$ cat src/rtl/conv_pe_spad.sv
// Convolution PE with a local weight scratchpad: loads one kernel row, then
// streams KERNEL_SIZE activations per window and emits inpsum + dot(window, kernel).
module conv_pe_spad #(
    parameter int unsigned WEIGHT_W    = 2,
    parameter int unsigned ACT_W       = 2,
    parameter int unsigned PSUM_W      = 32,
    parameter int unsigned KERNEL_SIZE = 3,
    parameter int unsigned CNT_W       = 16
) (
    input  logic                clk,
    input  logic                reset,
    input  logic                wt_valid,
    output logic                wt_ready,
    input  logic [WEIGHT_W-1:0] wt_data,
    input  logic                wt_reload,
    input  logic                act_valid,
    output logic                act_ready,
    input  logic [ACT_W-1:0]    act_data,
    input  logic [PSUM_W-1:0]   inpsum,
    output logic                out_valid,
    input  logic                out_ready,
    output logic [PSUM_W-1:0]   outpsum,
    output logic [CNT_W-1:0]    gated_cnt
);

    localparam int unsigned IDX_W  = (KERNEL_SIZE > 1) ? $clog2(KERNEL_SIZE) : 1;
    localparam int unsigned PROD_W = WEIGHT_W + ACT_W;
    localparam logic [IDX_W-1:0] LAST_IDX = IDX_W'(KERNEL_SIZE - 1);

    typedef enum logic [1:0] {
        LOAD  = 2'd0,
        ACCUM = 2'd1,
        DRAIN = 2'd2
    } state_t;

    state_t                state;
    logic [IDX_W-1:0]      idx;
    logic [WEIGHT_W-1:0]   spad [KERNEL_SIZE];
    logic [PSUM_W-1:0]     acc;

    logic                  act_nz;
    logic                  idx_zero;
    logic                  acc_we;
    logic [WEIGHT_W-1:0]   mul_w;
    logic [ACT_W-1:0]      mul_a;
    logic signed [PROD_W-1:0] prod;
    logic [PSUM_W-1:0]     prod_ext;
    logic [PSUM_W-1:0]     acc_sum;

    // Handshake readiness follows the state register; reload blocks tap 0 only.
    assign idx_zero  = (idx == '0);
    assign wt_ready  = (state == LOAD);
    assign act_ready = (state == ACCUM) && !(idx_zero && wt_reload);
    assign out_valid = (state == DRAIN);

    // Zero activations hold both multiplier operands at zero.
    assign act_nz   = |act_data;
    assign mul_w    = act_nz ? spad[idx] : '0;
    assign mul_a    = act_nz ? act_data  : '0;
    assign prod     = PROD_W'($signed(mul_w)) * PROD_W'($signed(mul_a));
    assign prod_ext = PSUM_W'(prod);
    assign acc_sum  = (idx_zero ? inpsum : acc) + prod_ext;
    assign acc_we   = idx_zero || act_nz;

    always_ff @(posedge clk or posedge reset) begin
        if (reset) begin
            state     <= LOAD;
            idx       <= '0;
            acc       <= '0;
            outpsum   <= '0;
            gated_cnt <= '0;
            for (int i = 0; i < int'(KERNEL_SIZE); i++) begin
                spad[i] <= '0;
            end
        end else begin
            case (state)
                LOAD: begin
                    if (wt_valid) begin
                        spad[idx] <= wt_data;
                        if (idx == LAST_IDX) begin
                            idx   <= '0;
                            state <= ACCUM;
                        end else begin
                            idx <= idx + IDX_W'(1);
                        end
                    end
                end
                ACCUM: begin
                    if (idx_zero && wt_reload) begin
                        state <= LOAD;
                    end else if (act_valid) begin
                        if (acc_we) begin
                            acc <= acc_sum;
                        end
                        if (!act_nz && (gated_cnt != '1)) begin
                            gated_cnt <= gated_cnt + CNT_W'(1);
                        end
                        if (idx == LAST_IDX) begin
                            idx     <= '0;
                            outpsum <= acc_we ? acc_sum : acc;
                            state   <= DRAIN;
                        end else begin
                            idx <= idx + IDX_W'(1);
                        end
                    end
                end
                DRAIN: begin
                    if (out_ready) begin
                        state <= ACCUM;
                    end
                end
                default: state <= LOAD;
            endcase
        end
    end

endmodule

$ cat config.mk
export PLATFORM = sky130hd
export DESIGN_NAME = conv_pe_spad
export DESIGN_NICKNAME = d
export VERILOG_FILES = /design/src/rtl/conv_pe_spad.sv
export SDC_FILE = /design/constraint.sdc
export NUM_CORES = 1
export LEC_CHECK = 0
export ABC_AREA = 1
export CAP_MARGIN = 30
export CORE_MARGIN = 2
export CORE_UTILIZATION = 46
export CTS_BUF_LIST = sky130_fd_sc_hd__clkbuf_4
export CTS_CLUSTER_DIAMETER = 30
export DETAILED_ROUTE_END_ITERATION = 8
export PLACE_DENSITY = 0.66
export REMOVE_ABC_BUFFERS = 1
export SLEW_MARGIN = 0
export SYNTH_ARGS = -nofsm -noshare
export SYNTH_HDL_FRONTEND = slang
export SYNTH_SLANG_ARGS = --single-unit
$ cat constraint.sdc
create_clock -name clk -period 8.75 [get_ports clk]
set_input_delay 1.75 -clock clk [delete_from_list [all_inputs] [get_ports clk]]
set_output_delay 1.75 -clock clk [all_outputs]
set_load 0.05 [all_outputs]
Yosys cells after proc, flatten, opt, wreduce, memory -nomap -nowiden:

Index checks and enable logic that the tools add are counted.

* register bits: 90
* bits in latches: 0
* bits in writable memories: 0
* memory bits (read-only): 0
* input port bits: 42
* output and inout port bits: 51
* word-level logic and storage cells: 66
* memories: 0

* add/subtract/negate cells: 3
* $mul: 1
* div/mod/pow operators: 0
* order comparisons: 2
* eq/ne operators: 11
* shifts and indexed selects: 0
* multiplexer cells: 22
* bitwise operators: 2
* reduce and logical (&&, ||, !) cells: 17

Operators with widths (count)
* $mux 32: 2
* $add 32x32->32: 1
* $mux 2: 15
* $add 16x1->16 const B: 1
* $ne 16x16->1 const B: 1
* $reduce_and 4->1: 3
* $bwmux 6: 1
* $ne 2x2->1 const B: 3
* $pmux 2 s3: 1
* $reduce_and 5->1: 1
* $bmux 2 s2: 1
* $demux 2 s2: 1
* $eq 2x2->1 const B: 2
* $logic_and 1x1->1: 4
* $logic_not 2->1: 2
* $mul 2x2->4: 1
* $ne 2x1->1 const B: 2
* $pmux 2 s2: 1
* $ge 3x3->1 const B: 1
* $lt 3x1->1 const B: 1
* $ne 3x1->1 const B: 1
* $ne 3x2->1 const B: 1
* $not 2->3: 1
* $reduce_and 3->1: 1
* 8 further kinds: 9

Logic depth before layout (Yosys ltp):

Gate-level depths: netlist (run 1).

* depth in word-level cells: 8
* gate-level depth with buffers: 28

Least setup slack after synthesis (run 1):

Ideal clock, no wire load.

* path kind: input to register
* from: in act_data[0]
* to: reg acc[8]
* setup time: 0.124 ns
* arrival time: 4.572 ns
* required time: 8.626 ns
* setup slack: 4.054 ns
* cell stages on the path: 16
* buffers on the path: 0
* path through: nand2_1 -> fa_1 -> inv_1 -> ha_1 -> inv_1 -> nand2_1 -> nand2_1 -> ha_1 -> nand2_1 -> o21ai_1 -> nand3_1 -> nand2_1 -> xor2_1 -> or2_2 -> o211ai_1 -> nand2_1

* longest elaborated chain between the ends: 5
* elaborated cells on any way between the ends: 7

Ends and longest elaborated chain
* from (decl): RTL line 18 `input logic [ACT_W-1:0] act_data,`
* $reduce_or 2->1: RTL line 57 `assign act_nz = |act_data;`
* $mux 2, on equally long branches: RTL line 58, 59
* $mul 2x2->4: RTL line 60 `assign prod = PROD_W'($signed(mul_w)) * PROD_W'($signed(mul_a));`
* $add 32x32->32: RTL line 62 `assign acc_sum = (idx_zero ? inpsum : acc) + prod_ext;`
* $mux 32 *
* to (signal assigned): RTL line 93 `acc <= acc_sum;`
* to (decl): RTL line 39 `logic [PSUM_W-1:0] acc;`

Mark *: on every way between the ends. The rest lies on a longest branch, timed or not.
A chain may end at the register's enable or synchronous reset.

Final worst setup path (run 1):

* from: in wt_reload
* to: out act_ready

* longest elaborated chain between the ends: 3

Ends and longest elaborated chain
* from (decl): RTL line 15 `input logic wt_reload,`
* $logic_and 1x1->1: RTL line 53 `assign act_ready = (state == ACCUM) && !(idx_zero && wt_reload);`
* $logic_not 1->1: RTL line 53
* $logic_and 1x1->1: RTL line 53
* to (decl): RTL line 17 `output logic act_ready,`

No other way between the ends.

==> implementation parameters, run 1 <==
Parameter                              Value

Outcome
  Run status ... completed

Setup path
  CP Buf/Inv Count ... 3
  Setup CP Type ... in -> out
  Crit-path cells ... clkdlybuf4s50_1 > nand2_1 > nand2_1 > inv_2 > clkdlybuf4s50_1
  Arrival time reported for the critical path endpoint ... 3.23 ns
  Data required time of the critical path ... 7.00 ns
  Critical path's largest stage delay ... 0.80 ns
  Setup crit start kind ... input pin
  Critical Path Source ... wt_reload
  CP top delay family ... buffers and inverters
  Element type at the critical path end ... output port
  Highest-delay cell along the critical path ... clkdlybuf4s50_1
  Maximum fanout encountered on the critical timing path ... 3
  Worst R2R Start ... idx[0]$_DFFE_PP0P_

Global routing
  Initial antenna violation count ... 1
  Total Routing Usage GR ... 24.1%
  Wire length of the first global-routing pass ... 31200 µm
  Sum of overflow across all layers after global routing ... 0
  Pin count of the biggest net entering global routing ... 57
  Number of global-route vias before repair ... 6389

Logic synthesis
  Sequential cell area fraction in the yosys report ... 33.2%
  Share of cell area taken by muxes after synthesis ... 0%
  Area share of and/or/nand/nor cells after synthesis ... 36.8%
  Synthesis-stage register bit count ... 90
  Synth Area in Adders ... 6.67%
  Number of library cell types mapped by synthesis ... 39
  Compound-Gate Fraction of Synth Area ... 9.54%
  Count of synthesis-stage warnings from yosys ... 0
  Xor/xnor share of the synthesized area ... 2.97%
  Average cell area after synthesis ... 6.40 µm²
  Synth Cell Area ... 0.00679 mm²
  Main combinational cell family by area after synthesis ... simple AND/OR/NAND/NOR gates
  Synthesized instance count ... 1062

Timing
  Slew HR ... 40.7%
  Shortest period the worst path allows ... 4.98 ns
  Measured slew at the worst slew-check pin ... 0.887 ns
  RSZ-0062 raised after global routing ... no
  Final Hold Fails ... 0
  Final clock period utilization by the worst path ... 56.9%
  Number of slew-limit violations in the final report ... 0
  Fmax ... 0.201 GHz
  Setup Skew ... 0.0227 ns
  Final worst slack ... 3.77 ns
  Final setup vio count ... 0
  Setup_tns ... 0 ns

Floorplan
  Width of the chip ... 126 µm
  Ports ... 93
  Height of the die ... 126 µm
  Initial standard-cell utilization of the core ... 46.9%
  Die Outline Area ... 0.0158 mm²
  Number of cell rows ... 44
  Core outline area ... 0.0145 mm²

Placed design
  Port bufs ... 92
  Dpl hpwl ... 13600 µm
  Routability-driven placement congestion ratio ... 0.924
  Pre-CTS WS ... 3.28 ns

Final layout
  Filler cell count ... 1476
  Ratio of cells with drive above 1 in the final layout ... 3.31%
  Register cell area after layout ... 0.00225 mm²
  Multi-input gate area in the final layout ... 0.00381 mm²
  Nets ... 1219
  Area added between synthesis and finish ... 17.5%

Detailed routing
  Vias ... 6715
  Number of nets with antenna violations after routing ... 0
  Post-detailed-routing wire length ... 18400 µm
  Routed length per placed instance ... 13.8 µm
  Number of remaining DRC errors ... 0
  First-pass iteration count of the detailed router ... 5
  DRC marker count from the first detailed-route iteration ... 446
  Detail-routed via count per cell ... 5.04

CTS
  Post-CTS Setup Inserts ... 0
  Number of sinks handled by clock tree synthesis ... 90
  CTS root buffer ... clkbuf_4
  TritonCTS Buffers ... 9
  # H-tree levels ... 3
  Clock transition at the register clock pins on the worst setup and hold paths after CTS ... 0.16 ns
  Worst-Skew Late Latency ... 0.48 ns
  Post-cts sizing count ... 0
  CTS max path bufs ... 2
  CTS tree ... built
  Hold-fix buffers, CTS ... 0

Run
  Max-cap check violation count ... 0

Hold path
  Start point of the worst hold path ... acc[18]$_DFFE_PP0P_
  Worst hold path type ... reg -> reg
[cells in the final DEF (no fill, tap or decap), types with 3 or more instances in the layout]
master / instances
o21ai_1: 13
clkinv_2: 3
ha_1: 33
nand2_1: 408
buf_4: 4
dfrtp_1: 90
nor2_1: 58
inv_2: 6
o21bai_1: 5
inv_1: 155
nand4_1: 8
nand3_1: 104
nor3_1: 7
clkdlybuf4s50_1: 92
xnor2_1: 4
a21oi_1: 30
nor2_2: 3
xor2_1: 19
clkbuf_4: 10
o21ai_0: 65
[cell usage after synthesis]
cell / instances / area share, %
o211ai_1: 2 / 0.22
inv_2: 6 / 0.33
nor4_1: 1 / 0.092
xnor2_1: 4 / 0.52
o21ai_1: 13 / 0.96
nand2_4: 1 / 0.17
a21oi_1: 30 / 2.2
o2111ai_1: 1 / 0.13
or2_1: 2 / 0.18
nand3_1: 104 / 7.7
xor2_1: 19 / 2.5
o21bai_1: 5 / 0.55
nor2_1: 59 / 3.3
ha_1: 33 / 6.1
o22ai_1: 1 / 0.092
nand2_1: 408 / 23
clkinv_2: 1 / 0.074
inv_1: 156 / 8.6
nor3_1: 7 / 0.52
buf_2: 7 / 0.52
nor3_2: 1 / 0.15
and2_1: 1 / 0.092
nand3b_1: 2 / 0.22
nand3_2: 1 / 0.15
o21ai_0: 65 / 4.8
nand3_4: 1 / 0.26
a221oi_1: 1 / 0.13
a21o_1: 1 / 0.11
or2_2: 1 / 0.092
buf_6: 2 / 0.33
dfrtp_1: 90 / 33
clkbuf_1: 18 / 0.99
a31oi_1: 1 / 0.092
nor2_8: 1 / 0.29
o21a_1: 1 / 0.11
a32o_1: 1 / 0.15
fa_1: 2 / 0.59
nand4_1: 8 / 0.74
nor2_2: 4 / 0.37
[cells by family (layout without fill, tap and decap cells)]
kind of cell	Yosys count	after routing
AO/OA/AOI/OAI	122	122
adder cells (fa/ha/maj)	35	35
buffers and inverters	190	275
other	0	2
AND/OR/NAND/NOR	602	602
flip-flops	90	90
XOR/XNOR	23	23
[per-layer routing]
metal / vias to the layer above / track usage [%] / wire (µm)
li1: 3509 / - / -
met3: 24 / 3.64 / 738
met4: 0 / 7.06 / 322
met1: 3034 / 34.6 / 9230
met5: - / 0 / 0
met2: 148 / 37.7 / 8070
[state kept, by name (all words and copies together), names as in the netlist]
name and flops:
state 2, spad 6, gated_cnt 16, acc 32
outpsum 32, idx 2
[worst min-delay path, cell delays in order, from the launching register on]
cell	delay (ns)
dfrtp_1	0.37
nand2_1	0.05
nand2_1	0.06
[final cells by class]
| cell class | count | share of cell area, % |
|---|---|---|
| tap | 184 | 2.88 |
| inverter | 163 | 7.71 |
| sequential | 90 | 28.2 |
| multi-input combinational | 782 | 47.8 |
| clock inverter | 6 | 0.486 |
| timing repair buffer | 96 | 11.9 |
| antenna | 2 | 0.0627 |
| clock buffer | 10 | 0.941 |
[stage by stage]
stage,instance area (µm²),utilization (%),hold WS (ns),std cells
after detailed placement,7860,54.3,0.464,1315
after global placement,7860,54.3,0.462,1315
after global routing,7980,55.1,0.517,1333
final,7980,55.1,0.497,1333
after floorplan,6670,-,0.449,1035
after CTS,7980,55.1,0.498,1331
[worst paths after layout]
check	end	slack, ns	cells after the start
setup / recovery	act_ready	3.77	5
hold / removal	acc[18]$_DFFE_PP0P_	0.50	2
setup reg to reg	acc[22]$_DFFE_PP0P_	4.35	23
hold reg to reg	acc[18]$_DFFE_PP0P_	0.50	2
max in group asynchronous	acc[4]$_DFFE_PP0P_	6.04	3
min in group asynchronous	outpsum[24]$_DFFE_PP0P_	1.60	2
Power of run 1 is left out: the tool's default activity adds up to more than one toggle a clock period on the data nets, which glitch-free logic cannot reach.
==> inputs of run 2 (changes only) <==
==> constraint.sdc (replaced) <==
create_clock -name clk -period 4.85 [get_ports clk]
set_input_delay 0.97 -clock clk [delete_from_list [all_inputs] [get_ports clk]]
set_output_delay 0.97 -clock clk [all_outputs]
set_load 0.05 [all_outputs]
==> implementation parameters, run 2 (synthesis results as in run 1) <==
Parameter                              Value

Placed design
  Pre-CTS WS ... 0.324 ns
  Routability-driven placement congestion ratio ... 0.979
  Dpl hpwl ... 13900 µm
  Port bufs ... 92
  Placed Instances ... 1319

Global routing
  Number of global-route vias before repair ... 6428
  Wire length of the first global-routing pass ... 31300 µm
  Sum of overflow across all layers after global routing ... 0
  Total Routing Usage GR ... 24.2%
  Pin count of the biggest net entering global routing ... 42
  Initial antenna violation count ... 1

Timing
  Shortest period the worst path allows ... 4.11 ns
  Smallest hold slack ... 0.500 ns
  Final setup vio count ... 0
  Number of slew-limit violations in the final report ... 0
  Final clock period utilization by the worst path ... 84.7%
  Setup Skew ... 0.0233 ns
  Final worst slack ... 0.740 ns
  Measured slew at the worst slew-check pin ... 0.745 ns
  Final Hold Fails ... 0
  Fmax ... 0.243 GHz
  Slew HR ... 50.2%
  RSZ-0062 raised after global routing ... no

Setup path
  Arrival time reported for the critical path endpoint ... 4.50 ns
  Setup crit start kind ... flop
  Element type at the critical path end ... flop
  Data required time of the critical path ... 5.24 ns
  Cell type with the highest occurrence count on the critical path ... nand2_1
  CP Buf/Inv Count ... 5
  Critical path's largest stage delay ... 0.47 ns
  Crit-path cells ... nor2_4 > buf_4 > nand2_1 > nand3_1 > nand2_1 > fa_1 > inv_1 > ha_1 > inv_1 > nand2_1 > nand2_1 > buf_12 > ha_1 > nand2_1 > nor2_1 > inv_1 > nor2_1 > nand2_1 > nand3_1 > nand2_1 > nand3_1 > nand3_1 > nand3_1 > nand2_1
  Highest-delay cell along the critical path ... dfrtp_1
  CP top delay family ... simple AND/OR/NAND/NOR gates
  Maximum fanout encountered on the critical timing path ... 29
  Setup CP Type ... reg -> reg

Final layout
  Multi-input gate area in the final layout ... 0.00381 mm²
  Biggest registers after layout ... acc x32, outpsum x32, gated_cnt x16
  Commonest cells after routing, fill and taps aside ... nand2_1, inv_1, nand3_1
  Area added between synthesis and finish ... 18.5%
  Ratio of cells with drive above 1 in the final layout ... 3.57%
  Finished Layout Cells ... 1335
  Filler cell count ... 1493
  Register cell area after layout ... 0.00225 mm²
  Nets ... 1223
  Most common library cell in the layout ignoring fill and taps ... nand2_1
  Core occupancy in the finished layout ... 55.6%

Floorplan
  Height of the die ... 126 µm
  Die Outline Area ... 0.0158 mm²
  Ports ... 93
  Number of cell rows ... 44
  Core outline area ... 0.0145 mm²
  Initial standard-cell utilization of the core ... 46.9%
  Width of the chip ... 126 µm

Detailed routing
  DRC marker count from the first detailed-route iteration ... 467
  Detail-routed via count per cell ... 5.05
  Number of remaining DRC errors ... 0
  Post-detailed-routing wire length ... 18500 µm
  First-pass iteration count of the detailed router ... 4
  Routed length per placed instance ... 13.9 µm
  Number of nets with antenna violations after routing ... 0
  Vias ... 6744

CTS
  CTS tree ... built
  Worst-Skew Late Latency ... 0.49 ns
  # H-tree levels ... 3
  Hold-fix buffers, CTS ... 0
  Clock transition at the register clock pins on the worst setup and hold paths after CTS ... 0.15 ns
  Post-cts sizing count ... 0
  Number of sinks handled by clock tree synthesis ... 90
  Post-CTS Setup Inserts ... 0
  TritonCTS Buffers ... 9
  CTS max path bufs ... 2
  CTS root buffer ... clkbuf_4

Run
  Max-cap check violation count ... 0

Outcome
  Run status ... completed

Hold path
  Worst hold path type ... reg -> reg
==> run 2: area by class of cell <==
cell class | instances | share of cell area [%]
Clock buffer | 9 | 0.840
Antenna cell | 1 | 0.0311
Clock inverter | 6 | 0.808
Timing Repair Buffer | 100 | 12.5
Inverter | 163 | 7.65
Sequential cell | 90 | 28.0
Tap cell | 184 | 2.86
Multi-Input combinational cell | 782 | 47.3
==> run 2: worst paths after layout <==
check	startpoint	end	slack, ns	cells after the start
max reg2reg	idx[0]$_DFFE_PP0P_	acc[28]$_DFFE_PP0P_	0.74	24
min in group asynchronous	reset	outpsum[24]$_DFFE_PP0P_	0.82	2
min	acc[28]$_DFFE_PP0P_	acc[28]$_DFFE_PP0P_	0.50	2
max in group asynchronous	reset	acc[8]$_DFFE_PP0P_	3.13	4
max	idx[0]$_DFFE_PP0P_	acc[28]$_DFFE_PP0P_	0.74	24
min reg2reg	acc[28]$_DFFE_PP0P_	acc[28]$_DFFE_PP0P_	0.50	2
==> run 2: metal layers <==
metal  global-route usage, %  vias up  part of all wire, %
met1                    35.3     3048                   50
li1                        -     3506                    -
met2                    36.8      169                   44
met4                    8.82        0                  1.9
met5                       0        -                    0
met3                    3.17       21                  4.8
==> run 2: per-stage QoR <==
step	area [µm²]	TNS, ns
2_1_floorplan	6670	-32.02
3_3_place_gp	7890	0
3_5_place_dp	7910	0
4_1_cts	8050	0
5_1_grt	8050	0
6_report	8050	0
==> run 2: worst min-delay path: stages (launching register included) <==
cell and delay (ns):
dfrtp_1 0.37, nand2_1 0.05, nand2_1 0.06
Power of run 2 is left out for the same reason.
==> inputs of run 3 (changes only) <==
==> constraint.sdc (replaced) <==
create_clock -name clk -period 4.18 [get_ports clk]
set_input_delay 0.836 -clock clk [delete_from_list [all_inputs] [get_ports clk]]
set_output_delay 0.836 -clock clk [all_outputs]
set_load 0.05 [all_outputs]
==> implementation parameters, run 3 (synthesis results as in run 1) <==
Parameter                              Value

Timing
  Number of slew-limit violations in the final report ... 0
  Slew HR ... 48.6%
  Setup Skew ... 0.0221 ns
  Shortest period the worst path allows ... 3.81 ns
  Final setup vio count ... 0
  Fmax ... 0.262 GHz
  Final worst slack ... 0.370 ns
  RSZ-0062 raised after global routing ... no
  Measured slew at the worst slew-check pin ... 0.770 ns
  Final clock period utilization by the worst path ... 91.2%
  Final Hold Fails ... 0

Setup path
  Critical path's largest stage delay ... 0.47 ns
  Crit-path cells ... inv_1 > nor2_1 > nand2_1 > inv_1 > a221oi_2 > nand2_1 > fa_1 > inv_1 > ha_1 > inv_1 > nand2_1 > nand2_2 > buf_12 > ha_1 > nand2_1 > buf_4 > nor2_1 > nand3b_1 > nand3_1 > nand3_1 > nand3_1 > nand3_1 > nand3_1 > nand2_1
  Setup CP Type ... reg -> reg
  Highest-delay cell along the critical path ... dfrtp_2
  Maximum fanout encountered on the critical timing path ... 16
  Setup crit start kind ... flop
  Data required time of the critical path ... 4.57 ns
  Arrival time reported for the critical path endpoint ... 4.20 ns
  Element type at the critical path end ... flop

CTS
  CTS root buffer ... clkbuf_4
  Hold-fix buffers, CTS ... 0
  TritonCTS Buffers ... 9
  # H-tree levels ... 3
  Clock transition at the register clock pins on the worst setup and hold paths after CTS ... 0.16 ns
  CTS max path bufs ... 2
  Post-CTS Setup Inserts ... 0
  CTS tree ... built
  Worst-Skew Late Latency ... 0.50 ns
  Number of sinks handled by clock tree synthesis ... 90

Global routing
  Number of global-route vias before repair ... 6494
  Pin count of the biggest net entering global routing ... 54
  Sum of overflow across all layers after global routing ... 0
  Wire length of the first global-routing pass ... 31500 µm
  Total Routing Usage GR ... 24.5%
  Initial antenna violation count ... 1

Outcome
  Run status ... completed

Floorplan
  Height of the die ... 126 µm
  Initial standard-cell utilization of the core ... 46.9%
  Number of cell rows ... 44
  Width of the chip ... 126 µm
  Ports ... 93
  Die Outline Area ... 0.0158 mm²
  Core outline area ... 0.0145 mm²

Hold path
  Worst hold path type ... reg -> reg

Detailed routing
  Number of nets with antenna violations after routing ... 0
  Vias ... 6963
  DRC marker count from the first detailed-route iteration ... 416
  Post-detailed-routing wire length ... 18700 µm
  First-pass iteration count of the detailed router ... 5
  Routed length per placed instance ... 13.4 µm
  Number of remaining DRC errors ... 0
  Detail-routed via count per cell ... 5.02

Final layout
  Most common library cell in the layout ignoring fill and taps ... nand2_1
  Nets ... 1275
  Biggest registers after layout ... acc x32, outpsum x32, gated_cnt x16
  Core occupancy in the finished layout ... 58.6%
  Ratio of cells with drive above 1 in the final layout ... 8.48%
  Area added between synthesis and finish ... 25.0%
  Filler cell count ... 1463
  Commonest cells after routing, fill and taps aside ... nand2_1, inv_1, nand3_1

Placed design
  Port bufs ... 92
  Routability-driven placement congestion ratio ... 0.990
  Pre-CTS WS ... -0.125 ns
  Dpl hpwl ... 14000 µm

Run
  Max-cap check violation count ... 0
[run 3: cell types whose count changed in the layout (fill, tap and decap cells not counted), sizes merged]
cell / delta
buf: +52
clkinv: -2
clkinvlp: +2
bufinv: +1
clkbuf: +1
inv: -1
[run 3: layer usage]
layer / GRT usage, % / up-vias / routed length [µm]
li1: - / 3608 / -
met1: 34.3 / 3157 / 9180
met2: 39.7 / 178 / 8320
met3: 4.62 / 20 / 913
met4: 5.16 / 0 / 236
met5: 0 / - / 0
[run 3: critical path, delay by kind of cell, from the launching register on]
family,cells,cell delay [ns]
flops,1,0.47
simple gates,14,1.57
buf+inv,6,0.54
compound gates,1,0.22
fa+ha+maj,3,0.89
[run 3: what timing repair did]
action                                  4_1_cts  5_1_grt
gates resized for setup                       0        7
endpoints found under the setup margin        0       42
hold endpoints to repair                      0        0
[run 3: per-stage QoR]
| stage | TNS [ns] | hold slack, ns | cell area [µm²] | instances |
|---|---|---|---|---|
| after floorplan | -70.98 | 0.449 | 6670 | 1035 |
| after global placement | -0.620 | 0.462 | 8290 | 1371 |
| after detailed placement | -1.90 | 0.466 | 8290 | 1371 |
| after CTS | 0 | 0.503 | 8460 | 1387 |
| after global routing | 0 | 0.521 | 8490 | 1388 |
| final | 0 | 0.497 | 8490 | 1388 |
[run 3: path summary, 6_finish.rpt]
| path | from | endpoint | slack [ns] | depth (start not counted) |
|---|---|---|---|---|
| setup / recovery | idx[0]$_DFFE_PP0P_ | outpsum[18]$_DFFE_PP0P_ | 0.37 | 24 |
| hold / removal | acc[27]$_DFFE_PP0P_ | acc[27]$_DFFE_PP0P_ | 0.50 | 2 |
| setup reg to reg | idx[0]$_DFFE_PP0P_ | outpsum[18]$_DFFE_PP0P_ | 0.37 | 24 |
| hold reg to reg | acc[27]$_DFFE_PP0P_ | acc[27]$_DFFE_PP0P_ | 0.50 | 2 |
| max in group asynchronous | reset | acc[7]$_DFFE_PP0P_ | 2.65 | 3 |
| min in group asynchronous | reset | gated_cnt[4]$_DFFE_PP0P_ | 0.76 | 2 |
[run 3: cell type report]
class                   instances  area [µm²]  area share, %
multi-input cells             782        3830           45.1
flip-flops and latches         90        2250           26.5
repair buffers                152        1380           16.3
inverters                     163         616           7.25
well taps                     184         230           2.71
clock inverters                 6        97.6           1.15
clock buffers                  10        75.1          0.884
diodes                          1        2.50         0.0295
Power of run 3 is left out for the same reason.
==> RTL edit: new RTL, config.mk and constraints of run 3 <==
Register the output `gated_cnt` once more, cleared by the reset; this adds one clock of latency there. The other outputs are not delayed to match.
--- a/src/rtl/conv_pe_spad.sv
+++ b/src/rtl/conv_pe_spad.sv
@@ -33,4 +33,6 @@
         DRAIN = 2'd2
     } state_t;
+
+    logic [CNT_W-1:0] gated_cnt_s0;
 
     state_t                state;
@@ -69,5 +71,5 @@
             acc       <= '0;
             outpsum   <= '0;
-            gated_cnt <= '0;
+            gated_cnt_s0 <= '0;
             for (int i = 0; i < int'(KERNEL_SIZE); i++) begin
                 spad[i] <= '0;
@@ -93,6 +95,6 @@
                             acc <= acc_sum;
                         end
-                        if (!act_nz && (gated_cnt != '1)) begin
-                            gated_cnt <= gated_cnt + CNT_W'(1);
+                        if (!act_nz && (gated_cnt_s0 != '1)) begin
+                            gated_cnt_s0 <= gated_cnt_s0 + CNT_W'(1);
                         end
                         if (idx == LAST_IDX) begin
@@ -115,4 +117,12 @@
     end
 
+    always_ff @(posedge clk or posedge reset) begin
+        if (reset) begin
+            gated_cnt <= '0;
+        end else begin
+            gated_cnt <= gated_cnt_s0;
+        end
+    end
+
 endmodule
 
Formal check against the unedited RTL: not equivalent (Yosys sat finds a counterexample within 10 cycles, from zero or initial values and one cycle with reset high).
==> RTL edit against run 3 <==
Setup slack worse by 0.033 ns. Synthesized cell count shrank 2.4%. Area after synthesis rose by 4.4%. Cell area grew 3.4%. Count of clock-buffer cells in the layout decreased by 1. Largest cell class unchanged. Routed wire length is 1.3% higher. Sequential cell count rose by 16. Highest routed layer unchanged.
Power is left out: the tool's default activity adds up to more than one toggle a clock period on the data nets, which glitch-free logic cannot reach.
==> RTL edit: results (changes against run 3) <==
Drt
  • Violation count after the first detailed-route iteration: 395 (-5.0%)
  • DRT Pass-1 Iters: 5 (unchanged)
  • Vias per cell: 4.96 (-1.1%)
  • Final wirelength: 18.9 mm (+1.3%)
  • Avg WL per Cell: 13.8 um (+2.5%)

Finish
  • Inverter count: 162 (-0.61%)
  • Final net count: 1255 (-1.6%)
  • Post-route design area: 8780 sq um (+3.4%)
  • Multi-input comb cells: 745 (-4.7%)
  • Seq area share: 0.302 (+0.0368)
  • FILL cells: 1494 (+2.1%)
  • Multi-input gate area: 3730 sq um (-2.5%)
  • Buffering overhead: 0.160 (-0.00285)
  • Regs by FF count: acc x32, outpsum x32
  • Clk cell area share: 0.0155 (-0.00481)
  • Layout cells sized above 1: 0.0930 (+0.00820)
  • Repair and plain buffers: 154 (+1.3%)

CTS
  • Clock buffer depth: 2 (unchanged)
  • Sink Count: 106 (+18%)
  • Reg clk slew, reported paths: 0.18 ns (+0.02 ns)

Run status
  • Status: complete, no violations

Hold path
  • Hold Crit Class: reg2reg
  • Hold endpoint: gated_cnt[14]
  • Worst hold stages: 0 (-2)
  • Min-delay src: gated_cnt_s0[14]

Synth
  • Post-Synth XOR/XNOR Area: 0.0309 (+0.00122)
  • Count of cell types in the netlist: 38 (-2.6%)
  • Mean post-synth cell area: 6.84 sq um (+7.0%)
  • Synth top area cells: dfrtp_1 (37%), nand2_1 (19%), inv_1 (8.2%), nand3_1 (6.1%), ha_1 (5.8%)
  • Dominant synthesized flop cell: dfrtp_1
  • Synth Area in Adders: 0.0639 (-0.00280)
  • Synth Area in Compound Gates: 0.115 (+0.0200)
  • Seq/Total Area, Yosys: 0.374 (+0.0425)
  • Most frequent cells after synthesis: nand2_1 (359), inv_1 (154), dfrtp_1 (106)

STA
  • Hold WS: 0.435 ns (-0.0625 ns)
  • Final clock skew: 0.0242 ns (+0.00205 ns)
  • Relative slew slack: 0.569 (+0.0834)

GRT
  • Vias in the first global route: 6616 (+1.9%)
  • First-pass GRT wire length: 31.6 mm (+0.33%)
  • Largest net degree at the start of global routing: 107 (+98%)
  • Initial antenna violation count: 1 (unchanged)
  • Gr usage total: 0.242 (-0.00293)

Critical path
  • Setup slack, reg-to-reg: 0.34 ns (-0.03 ns)
  • CP arrival: 4.23 ns (+0.03 ns)
  • Worst-path fanout max: 10 (-6)
  • Reg-to-Reg End: acc[15]
  • R2R depth: 23 (-4.2%)

Placement
  • Placed Cells: 1354 (-1.2%)
  • Placed cell area: 8600 sq um (+3.7%)
  • Dpl ws: -0.148 ns (-0.0230 ns)
  • Dpl hpwl: 14.0 mm (about the same)
  • Gpl congestion: 0.915 (-7.6%)

Floorplanning
  • Die area: 16400 sq um (+4.3%)
==> RTL edit: cell types whose count changed after synthesis, sizes merged, moves of 3 or more <==
cell    before  now
nand2      409  361
o21ai       78  100
a21oi       30   49
nand3      106   89
dfrtp       90  106
clkbuf      18    9
nor2        64   58
buf          9   14
xnor2        4    8
nand4        8    5
nor3         8    5
==> RTL edit: what timing repair did <==
item	CTS	global route
gates resized for setup	0	12
endpoints found under the setup margin	0	46
buffers inserted	0	1
==> RTL edit: metal layers <==
layer,global-route usage,vias up,wire length (um)
met3,0.0351,21,722
met5,0,-,0
met1,0.335,3097,9170
li1,-,3548,-
met4,0.0646,0,297
met2,0.400,140,8690
==> RTL edit: worst max-delay path by stage <==
stage               cells after the start          end  slack (ns)
floorplan                              22      acc[18]       -0.28
global placement                       20      acc[30]       -0.12
detailed placement                     20      acc[28]       -0.15
CTS                                    24      acc[28]        0.13
global route                           23  outpsum[29]       -0.02
finish                                 23      acc[15]        0.34
